===== src/rtl/cordic_iter_engine.sv =====
// Iterative CORDIC engine: one micro-rotation per two clocks, fed by a
// registered arctan ROM that is addressed one cycle ahead of its use.
module cordic_iter_engine #(
    parameter int AW       = 16,
    parameter int DW       = 8,
    parameter int XW       = 16,
    parameter int ZW       = 16,
    parameter int N_ITER   = 12,
    parameter int ROM_BASE = 0
) (
    input  logic          clk,
    input  logic          rst_b,
    input  logic          in_valid,
    output logic          in_ready,
    input  logic          in_mode,
    input  logic [XW-1:0] in_x,
    input  logic [XW-1:0] in_y,
    input  logic [ZW-1:0] in_z,
    output logic [AW-1:0] rom_addr,
    input  logic [DW-1:0] rom_data,
    output logic          out_valid,
    input  logic          out_ready,
    output logic [XW-1:0] out_x,
    output logic [XW-1:0] out_y,
    output logic [ZW-1:0] out_z
);

    localparam int IW = $clog2(N_ITER + 1);

    typedef enum logic [1:0] {IDLE, WAIT, ROT, DONE} state_t;

    state_t                 state_q, state_d;
    logic [IW-1:0]          i_q, i_d;
    logic                   mode_q, mode_d;
    logic signed [XW-1:0]   x_q, x_d, y_q, y_d;
    logic signed [ZW-1:0]   z_q, z_d;
    logic [AW-1:0]          rom_addr_q, rom_addr_d;
    logic                   out_valid_q, out_valid_d;
    logic [XW-1:0]          out_x_q, out_x_d, out_y_q, out_y_d;
    logic [ZW-1:0]          out_z_q, out_z_d;

    logic                   d_pos;
    logic signed [XW-1:0]   x_sh, y_sh, x_rot, y_rot;
    logic signed [ZW-1:0]   atan_z, z_rot;

    // One micro-rotation from the current state; only committed in ROT.
    always_comb begin
        d_pos  = mode_q ? y_q[XW-1] : ~z_q[ZW-1];
        x_sh   = x_q >>> i_q;
        y_sh   = y_q >>> i_q;
        atan_z = {{(ZW-DW){1'b0}}, rom_data};
        x_rot  = d_pos ? (x_q - y_sh) : (x_q + y_sh);
        y_rot  = d_pos ? (y_q + x_sh) : (y_q - x_sh);
        z_rot  = d_pos ? (z_q - atan_z) : (z_q + atan_z);
    end

    always_comb begin
        state_d     = state_q;
        i_d         = i_q;
        mode_d      = mode_q;
        x_d         = x_q;
        y_d         = y_q;
        z_d         = z_q;
        rom_addr_d  = rom_addr_q;
        out_valid_d = out_valid_q;
        out_x_d     = out_x_q;
        out_y_d     = out_y_q;
        out_z_d     = out_z_q;
        case (state_q)
            IDLE: if (in_valid) begin
                mode_d     = in_mode;
                x_d        = in_x;
                y_d        = in_y;
                z_d        = in_z;
                i_d        = '0;
                rom_addr_d = AW'(ROM_BASE);
                state_d    = WAIT;
            end
            WAIT: state_d = ROT;
            ROT: begin
                x_d = x_rot;
                y_d = y_rot;
                z_d = z_rot;
                if (i_q == IW'(N_ITER - 1)) begin
                    out_x_d     = x_rot;
                    out_y_d     = y_rot;
                    out_z_d     = z_rot;
                    out_valid_d = 1'b1;
                    state_d     = DONE;
                end else begin
                    // Prefetch next arctan so it lands on the next ROT edge.
                    i_d        = i_q + IW'(1);
                    rom_addr_d = AW'(ROM_BASE) + AW'(i_q) + AW'(1);
                    state_d    = WAIT;
                end
            end
            DONE: if (out_ready) begin
                out_valid_d = 1'b0;
                state_d     = IDLE;
            end
            default: state_d = IDLE;
        endcase
    end

    always_ff @(posedge clk or negedge rst_b) begin
        if (!rst_b) begin
            state_q     <= IDLE;
            i_q         <= '0;
            mode_q      <= 1'b0;
            x_q         <= '0;
            y_q         <= '0;
            z_q         <= '0;
            rom_addr_q  <= '0;
            out_valid_q <= 1'b0;
            out_x_q     <= '0;
            out_y_q     <= '0;
            out_z_q     <= '0;
        end else begin
            state_q     <= state_d;
            i_q         <= i_d;
            mode_q      <= mode_d;
            x_q         <= x_d;
            y_q         <= y_d;
            z_q         <= z_d;
            rom_addr_q  <= rom_addr_d;
            out_valid_q <= out_valid_d;
            out_x_q     <= out_x_d;
            out_y_q     <= out_y_d;
            out_z_q     <= out_z_d;
        end
    end

    assign in_ready  = (state_q == IDLE);
    assign rom_addr  = rom_addr_q;
    assign out_valid = out_valid_q;
    assign out_x     = out_x_q;
    assign out_y     = out_y_q;
    assign out_z     = out_z_q;

endmodule


===== config.mk =====
export PLATFORM = sky130hd
export DESIGN_NAME = cordic_iter_engine
export DESIGN_NICKNAME = d
export VERILOG_FILES = /design/src/rtl/cordic_iter_engine.sv
export SDC_FILE = /design/constraint.sdc
export NUM_CORES = 1
export LEC_CHECK = 0
export ABC_AREA = 1
export CORE_AREA = 8 8 150 152
export CTS_CLUSTER_SIZE = 40
export DETAILED_ROUTE_END_ITERATION = 12
export DIE_AREA = 0 0 158 160
export HOLD_SLACK_MARGIN = 0.08
export PLACE_DENSITY = 0.66
export REMOVE_ABC_BUFFERS = 1
export SLEW_MARGIN = 10
export SYNTH_ARGS = -nofsm -noshare
export SYNTH_HDL_FRONTEND = slang
export SYNTH_SLANG_ARGS = --single-unit
export TNS_END_PERCENT = 50

===== constraint.sdc =====
create_clock -name clk -period 7.6 [get_ports clk]
set_input_delay 1.52 -clock clk [delete_from_list [all_inputs] [get_ports clk]]
set_output_delay 1.52 -clock clk [all_outputs]
set_load 0.01 [all_outputs]

==> reports/qor.txt, run 1 <==
Status = finished clean
CP Class = reg -> reg
Final min period = 4.82 ns
Worst path max stage delay = 0.93 ns
DIE HEIGHT = 160 um
Gpl congestion = 0.887
Crit-path cells = inv_1, nand3_1, nand2_1, nand2_1, nand2_2, inv_1, ha_1, nand2_1, o21ai_0, fa_1, nand3_1, nand2_1, a21oi_1, o21ai_0, a21boi_0, o21ai_0, xor2_1, nor2_1, o21ai_0
Critical Path RT = 7.88 ns
Die W = 158 um
Slew HR = 18.9%
Hold_buf cts = 0
Critical path capture point = y_q[12]
Core ar. = 20000 sq um
CTS max path bufs = 2
H-tree lvl count = 3
Util after Layout = 51.8%
Max Freq = 0.207 GHz
Crit path max fanout = 32
CTS Sinks = 105
Origin of the worst setup path = i_q[2]
Final cycle utilization of the critical path = 63.5%
Post-CTS Setup Repair Bufs = 0
FF-to-FF End = y_q[12]
Hold Crit Class = reg -> reg
Synth Flop Type = dfrtp_1
Fin. Hold Viols = 0
Cell type with the largest total area after synthesis = dfrtp_1
Clock Pin Slew Worst Setup and Hold Paths = 0.08 ns
Ys async rst share = 100%
First-pass GRT wire length = 42.4 mm
Crit path launch type = flop
Ranking of synthesized cells by area = dfrtp_1, nand2_1, nand3_1
Vias in the first global route = 8453
Tightest Pin Transition = 1.22 ns
Critical Path AT = 5.11 ns
EDFF count, synth = 0
Final setup vio count = 0
Yosys warns = 0
Worst r2r src = i_q[2]
CTS tree = built
Seq. cell area = 2630 sq um
Worst reg2reg path depth = 19
Slowest cell on crit path = dfrtp_1
Area grow syn2layout = 16.7%
Largest net degree at the start of global routing = 58
Clock latency on the worst-skew pair = 0.37 ns
R2r setup slk = 2.78 ns
Antenna diode count = 0
Worst Hold Depth = 2
Yosys reg bits = 105
RSZ-0062 raised after global routing = false
Die area = 25300 sq um
Detailed Routing Iterations Pass 1 = 5
Avg WL per Cell = 15.4 um
Mean Syn Cell Area = 6.83 sq um
Seq/Total Area, Yosys = 29.6%
Root buffer cell = clkbuf_16
Final ANT Viol Nets = 0
Vias = 8586
CTS Buf Count = 9
Max Slew Vio Count = 0
Skew final = 0.0106 ns
Share of layout cells above drive strength 1 = 6.10%
Total track usage = 20.6%
Initial antenna violation count = 1
Multi-input combinational cell area = 5570 sq um
Initial Util = 44.3%
Initial DRC count = 511
Mapped Area = 8880 sq um
Nets = 1489
Top-area cell type share of the netlist area = 29.6%
Hold Slack = 0.476 ns
DP HPWL = 18.5 mm
Routed Wire Length = 25.4 mm
Total grt overflow = 0
Crit. End Element = flop
Post-CTS Resized = 0
Setup TNS = 0 ns
Drt drc = 0
Row count = 52
Cell count after synthesis = 1300
# fillers = 2103
I/O pin total = 127
Synth unique cells = 49
Port bufs = 115
Max Cap Viol = 0
Vias per cell = 5.21
per-layer routing:
| metal | track usage, % | share of wire (%) | routed length [um] | vias to the layer above |
|---|---|---|---|---|
| met4 | 5.10 | 1.6 | 413 | 2 |
| met2 | 33.8 | 47 | 11900 | 220 |
| met3 | 5.51 | 6.6 | 1660 | 27 |
| li1 | - | - | - | 4388 |
| met1 | 26.3 | 45 | 11400 | 3949 |
| met5 | 0 | 0.051 | 13 | - |
flip-flops by register name, summed over array words and instances, names as in the netlist:
name / flops
i_q: 3
mode_q: 1
out_valid: 1
out_x: 16
out_y: 16
out_z: 16
rom_addr: 2
state_q: 2
x_q: 16
y_q: 16
z_q: 16
placed cells by master (no fill, tap or decap), types with 7 or more instances in the layout:
cell,netlist,routed
nand3_1,147,147
nand2_1,422,422
xnor2_1,15,15
conb_1,1,11
dfrtp_1,105,105
buf_4,16,9
nand2_4,7,7
clkdlybuf4s50_1,0,114
nor2_1,78,78
inv_1,77,77
o21ai_0,121,121
xor2_1,52,52
a21oi_1,45,45
ha_1,53,53
clkbuf_16,0,9
nand2_2,20,20
cell usage after synthesis (2+ instances only):
library cell  count
a211oi_1          3
a21boi_0          5
a21o_1            2
a21oi_1          45
a31oi_1           6
buf_1             3
buf_2            21
buf_4            16
buf_6             4
clkbuf_1         27
dfrtp_1         105
fa_1              3
ha_1             53
inv_1            77
inv_2             6
nand2_1         422
nand2_2          20
nand2_4           7
nand3_1         147
nand3_2           4
nand3b_1          2
nand4_1           4
nor2_1           78
nor2_2            4
nor2_4            2
nor3_1            7
nor4_1            2
o211ai_1          5
o21ai_0         121
o21ai_1           3
o21ai_2           5
o31ai_1           5
o31ai_2           2
or2_2             4
xnor2_1          15
xor2_1           52
worst max-delay path: cells and delay by family, from the launching register on:
| kind | cells | cell delay, ns |
|---|---|---|
| compound gates | 6 | 1.29 |
| xor+xnor | 1 | 0.20 |
| fa+ha+maj | 2 | 0.73 |
| buf+inv | 2 | 0.75 |
| flops | 1 | 0.93 |
| simple gates | 8 | 0.81 |
layout make-up:
class | instances | share of cell area (%)
inverter | 85 | 3.15
tap | 270 | 3.26
clock inverter | 6 | 0.700
sequential | 105 | 25.3
clock buffer | 10 | 2.21
timing repair buffer | 123 | 11.7
multi-input combinational | 1048 | 53.7
cell families (layout without fill, tap and decap cells):
group	Yosys count	count (layout)	synth area share (%)
xor gates and xnor gates	67	67	6.60
other	1	11	0.0422
muxes	1	1	0.127
and+or+nand+nor	705	705	34.2
buffers and inverters	157	224	8.21
adders and majority gates	56	56	8.14
DFF	105	105	29.6
AOI/OAI and AO/OA	208	208	13.1
how the worst min path moves through the flow:
| stage | startpoint | to | slack [ns] |
|---|---|---|---|
| 3_3_place_gp | out_z[1] | out_z[1] | 0.46 |
| 5_1_grt | out_y[2] | out_y[2] | 0.50 |
| 6_report | out_z[2] | out_z[2] | 0.48 |
| 3_5_place_dp | out_z[2] | out_z[2] | 0.46 |
| 4_1_cts | out_y[0] | out_y[0] | 0.48 |
| 2_1_floorplan | z_q[10] | z_q[10] | 0.46 |
metrics by stage:
stage | area [sq um] | setup slack [ns] | std cells
after global placement | 10100 | 2.77 | 1631
after detailed placement | 10100 | 2.72 | 1631
after global routing | 10400 | 2.13 | 1647
after CTS | 10400 | 2.79 | 1647
after floorplan | 8520 | 1.96 | 1238
final | 10400 | 2.78 | 1647
Power of run 1 is left out: the tool's default activity adds up to more than one toggle a clock period on the data nets, which glitch-free logic cannot reach.
==> run 2: changes to the inputs <==
==> constraint.sdc (replaced) <==
create_clock -name clk -period 4.9 [get_ports clk]
set_input_delay 0.98 -clock clk [delete_from_list [all_inputs] [get_ports clk]]
set_output_delay 0.98 -clock clk [all_outputs]
set_load 0.01 [all_outputs]
==> run 2 against run 1 <==
Net effect: register-to-register slack got worse by 2.1 ns; hold slack improved by 0.00062 ns; sequential cell count did not move; global-route usage rose by 0.53 points; utilization rose by 0.46 points; fmax rose by 14%; count of clock-buffer cells in the layout fell by 1; sequential share of layout area fell by 0.22 points; cell count rose by 0.67%; die area did not move; critical endpoint unchanged; largest cell class unchanged.
==> reports/qor.txt, run 2 (synthesis gave the netlist of run 1 again) <==
Avg WL per Cell = 16.0 um
Die area = 25300 sq um
Seq. cell area = 2630 sq um
H-tree lvl count = 3
Clock Pin Slew Worst Setup and Hold Paths = 0.08 ns
Nets = 1500
Hold_buf cts = 0
Total track usage = 21.1%
Max Cap Viol = 0
DIE HEIGHT = 160 um
I/O pin total = 127
Total grt overflow = 0
CTS tree = built
# fillers = 2080
CTS Buf Count = 9
Status = finished clean
DP HPWL = 19.6 mm
Post-CTS Setup Repair Bufs = 0
Slew HR = 32.3%
Util after Layout = 52.2%
CP Class = reg -> reg
Vias = 8672
Gpl congestion = 0.927
Vias per cell = 5.23
Final ANT Viol Nets = 0
Initial DRC count = 585
Final min period = 4.24 ns
Port bufs = 115
Setup ws final = 0.664 ns
Routed Wire Length = 26.5 mm
Initial antenna violation count = 0
Share of layout cells above drive strength 1 = 6.92%
Antenna diode count = 0
Largest net degree at the start of global routing = 55
CTS max path bufs = 2
DP Worst Slack = 0.718 ns
Multi-input combinational cell area = 5570 sq um
First-pass GRT wire length = 43.4 mm
Crit path max fanout = 16
Vias in the first global route = 8395
Row count = 52
Final setup vio count = 0
Crit path launch type = flop
CTS Sinks = 105
Max Freq = 0.236 GHz
Die W = 158 um
Detailed Routing Iterations Pass 1 = 5
Tightest Pin Transition = 1.01 ns
Max Slew Vio Count = 0
Hold Slack = 0.476 ns
RSZ-0062 raised after global routing = false
Final cycle utilization of the critical path = 86.5%
Post-CTS Resized = 0
Clock latency on the worst-skew pair = 0.37 ns
Skew final = 0.0102 ns
Hold Crit Class = reg -> reg
Initial Util = 44.3%
Most frequent cells in the layout = nand2_1, nand3_1, o21ai_0, clkdlybuf4s50_1, dfrtp_1
Area grow syn2layout = 17.8%
Root buffer cell = clkbuf_16
Drt drc = 0
Critical Path AT = 4.52 ns
Critical Path RT = 5.19 ns
Commonest non-fill, non-tap cell in the layout = nand2_1
Crit. End Element = flop
Core ar. = 20000 sq um
Fin. Hold Viols = 0
## run 2: per-layer routing
metal	part of all wire [%]	global-route usage, %
met3	5.8	4.48
met5	0	0
met4	1.5	5.06
met1	46	27.6
met2	47	34.9
## run 2: path summary, 6_finish.rpt
kind / slack [ns] / to / from / cells past startpoint
min reg2reg: 0.48 / out_z[1] / out_z[1] / 2
max: 0.66 / y_q[12] / i_q[0] / 21
max in group asynchronous: 3.51 / z_q[5] / rst_b / 2
max reg2reg: 0.66 / y_q[12] / i_q[0] / 21
min in group asynchronous: 0.52 / out_y[11] / rst_b / 1
min: 0.48 / out_z[1] / out_z[1] / 2
## run 2: layout make-up
cell class / instances / area share, %
Inverter: 85 / 3.12
Multi-Input combinational cell: 1048 / 53.2
Tap cell: 270 / 3.23
Clock buffer: 9 / 2.15
Sequential cell: 105 / 25.1
Timing Repair Buffer: 134 / 12.3
Clock inverter: 7 / 0.813
## run 2: critical path: stages (launching register included)
cell and delay, ns:
dfrtp_1 0.53, buf_4 0.29, nand2_1 0.11, nand3_1 0.15, nand3_1 0.10, nand2_1 0.12, nand2_1 0.07, nand2_2 0.13
inv_1 0.06, ha_1 0.26, nand2_1 0.06, o21ai_0 0.15, fa_1 0.47, nand3_1 0.08, nand2_1 0.09, a21oi_1 0.32
o21ai_0 0.20, a21boi_0 0.38, o21ai_0 0.16, xor2_1 0.21, nor2_1 0.05, o21ai_0 0.16
## run 2: through the flow
stage / instances / area (sq um) / TNS, ns
2_1_floorplan: 1238 / 8520 / -32.32
3_3_place_gp: 1642 / 10200 / 0
3_5_place_dp: 1642 / 10200 / 0
4_1_cts: 1658 / 10500 / 0
5_1_grt: 1658 / 10500 / 0
6_report: 1658 / 10500 / 0
Power of run 2 is left out for the same reason.
==> run 3: changes to the inputs <==
--- a/config.mk
+++ b/config.mk
@@ -13,7 +13,6 @@
 export HOLD_SLACK_MARGIN = 0.08
 export PLACE_DENSITY = 0.66
 export REMOVE_ABC_BUFFERS = 1
-export SLEW_MARGIN = 10
 export SYNTH_ARGS = -nofsm -noshare
 export SYNTH_HDL_FRONTEND = slang
 export SYNTH_SLANG_ARGS = --single-unit
==> results of run 3 <==
No change in the layout: final DEF, timing and power equal those of run 2.
Power of run 3 is left out for the same reason.
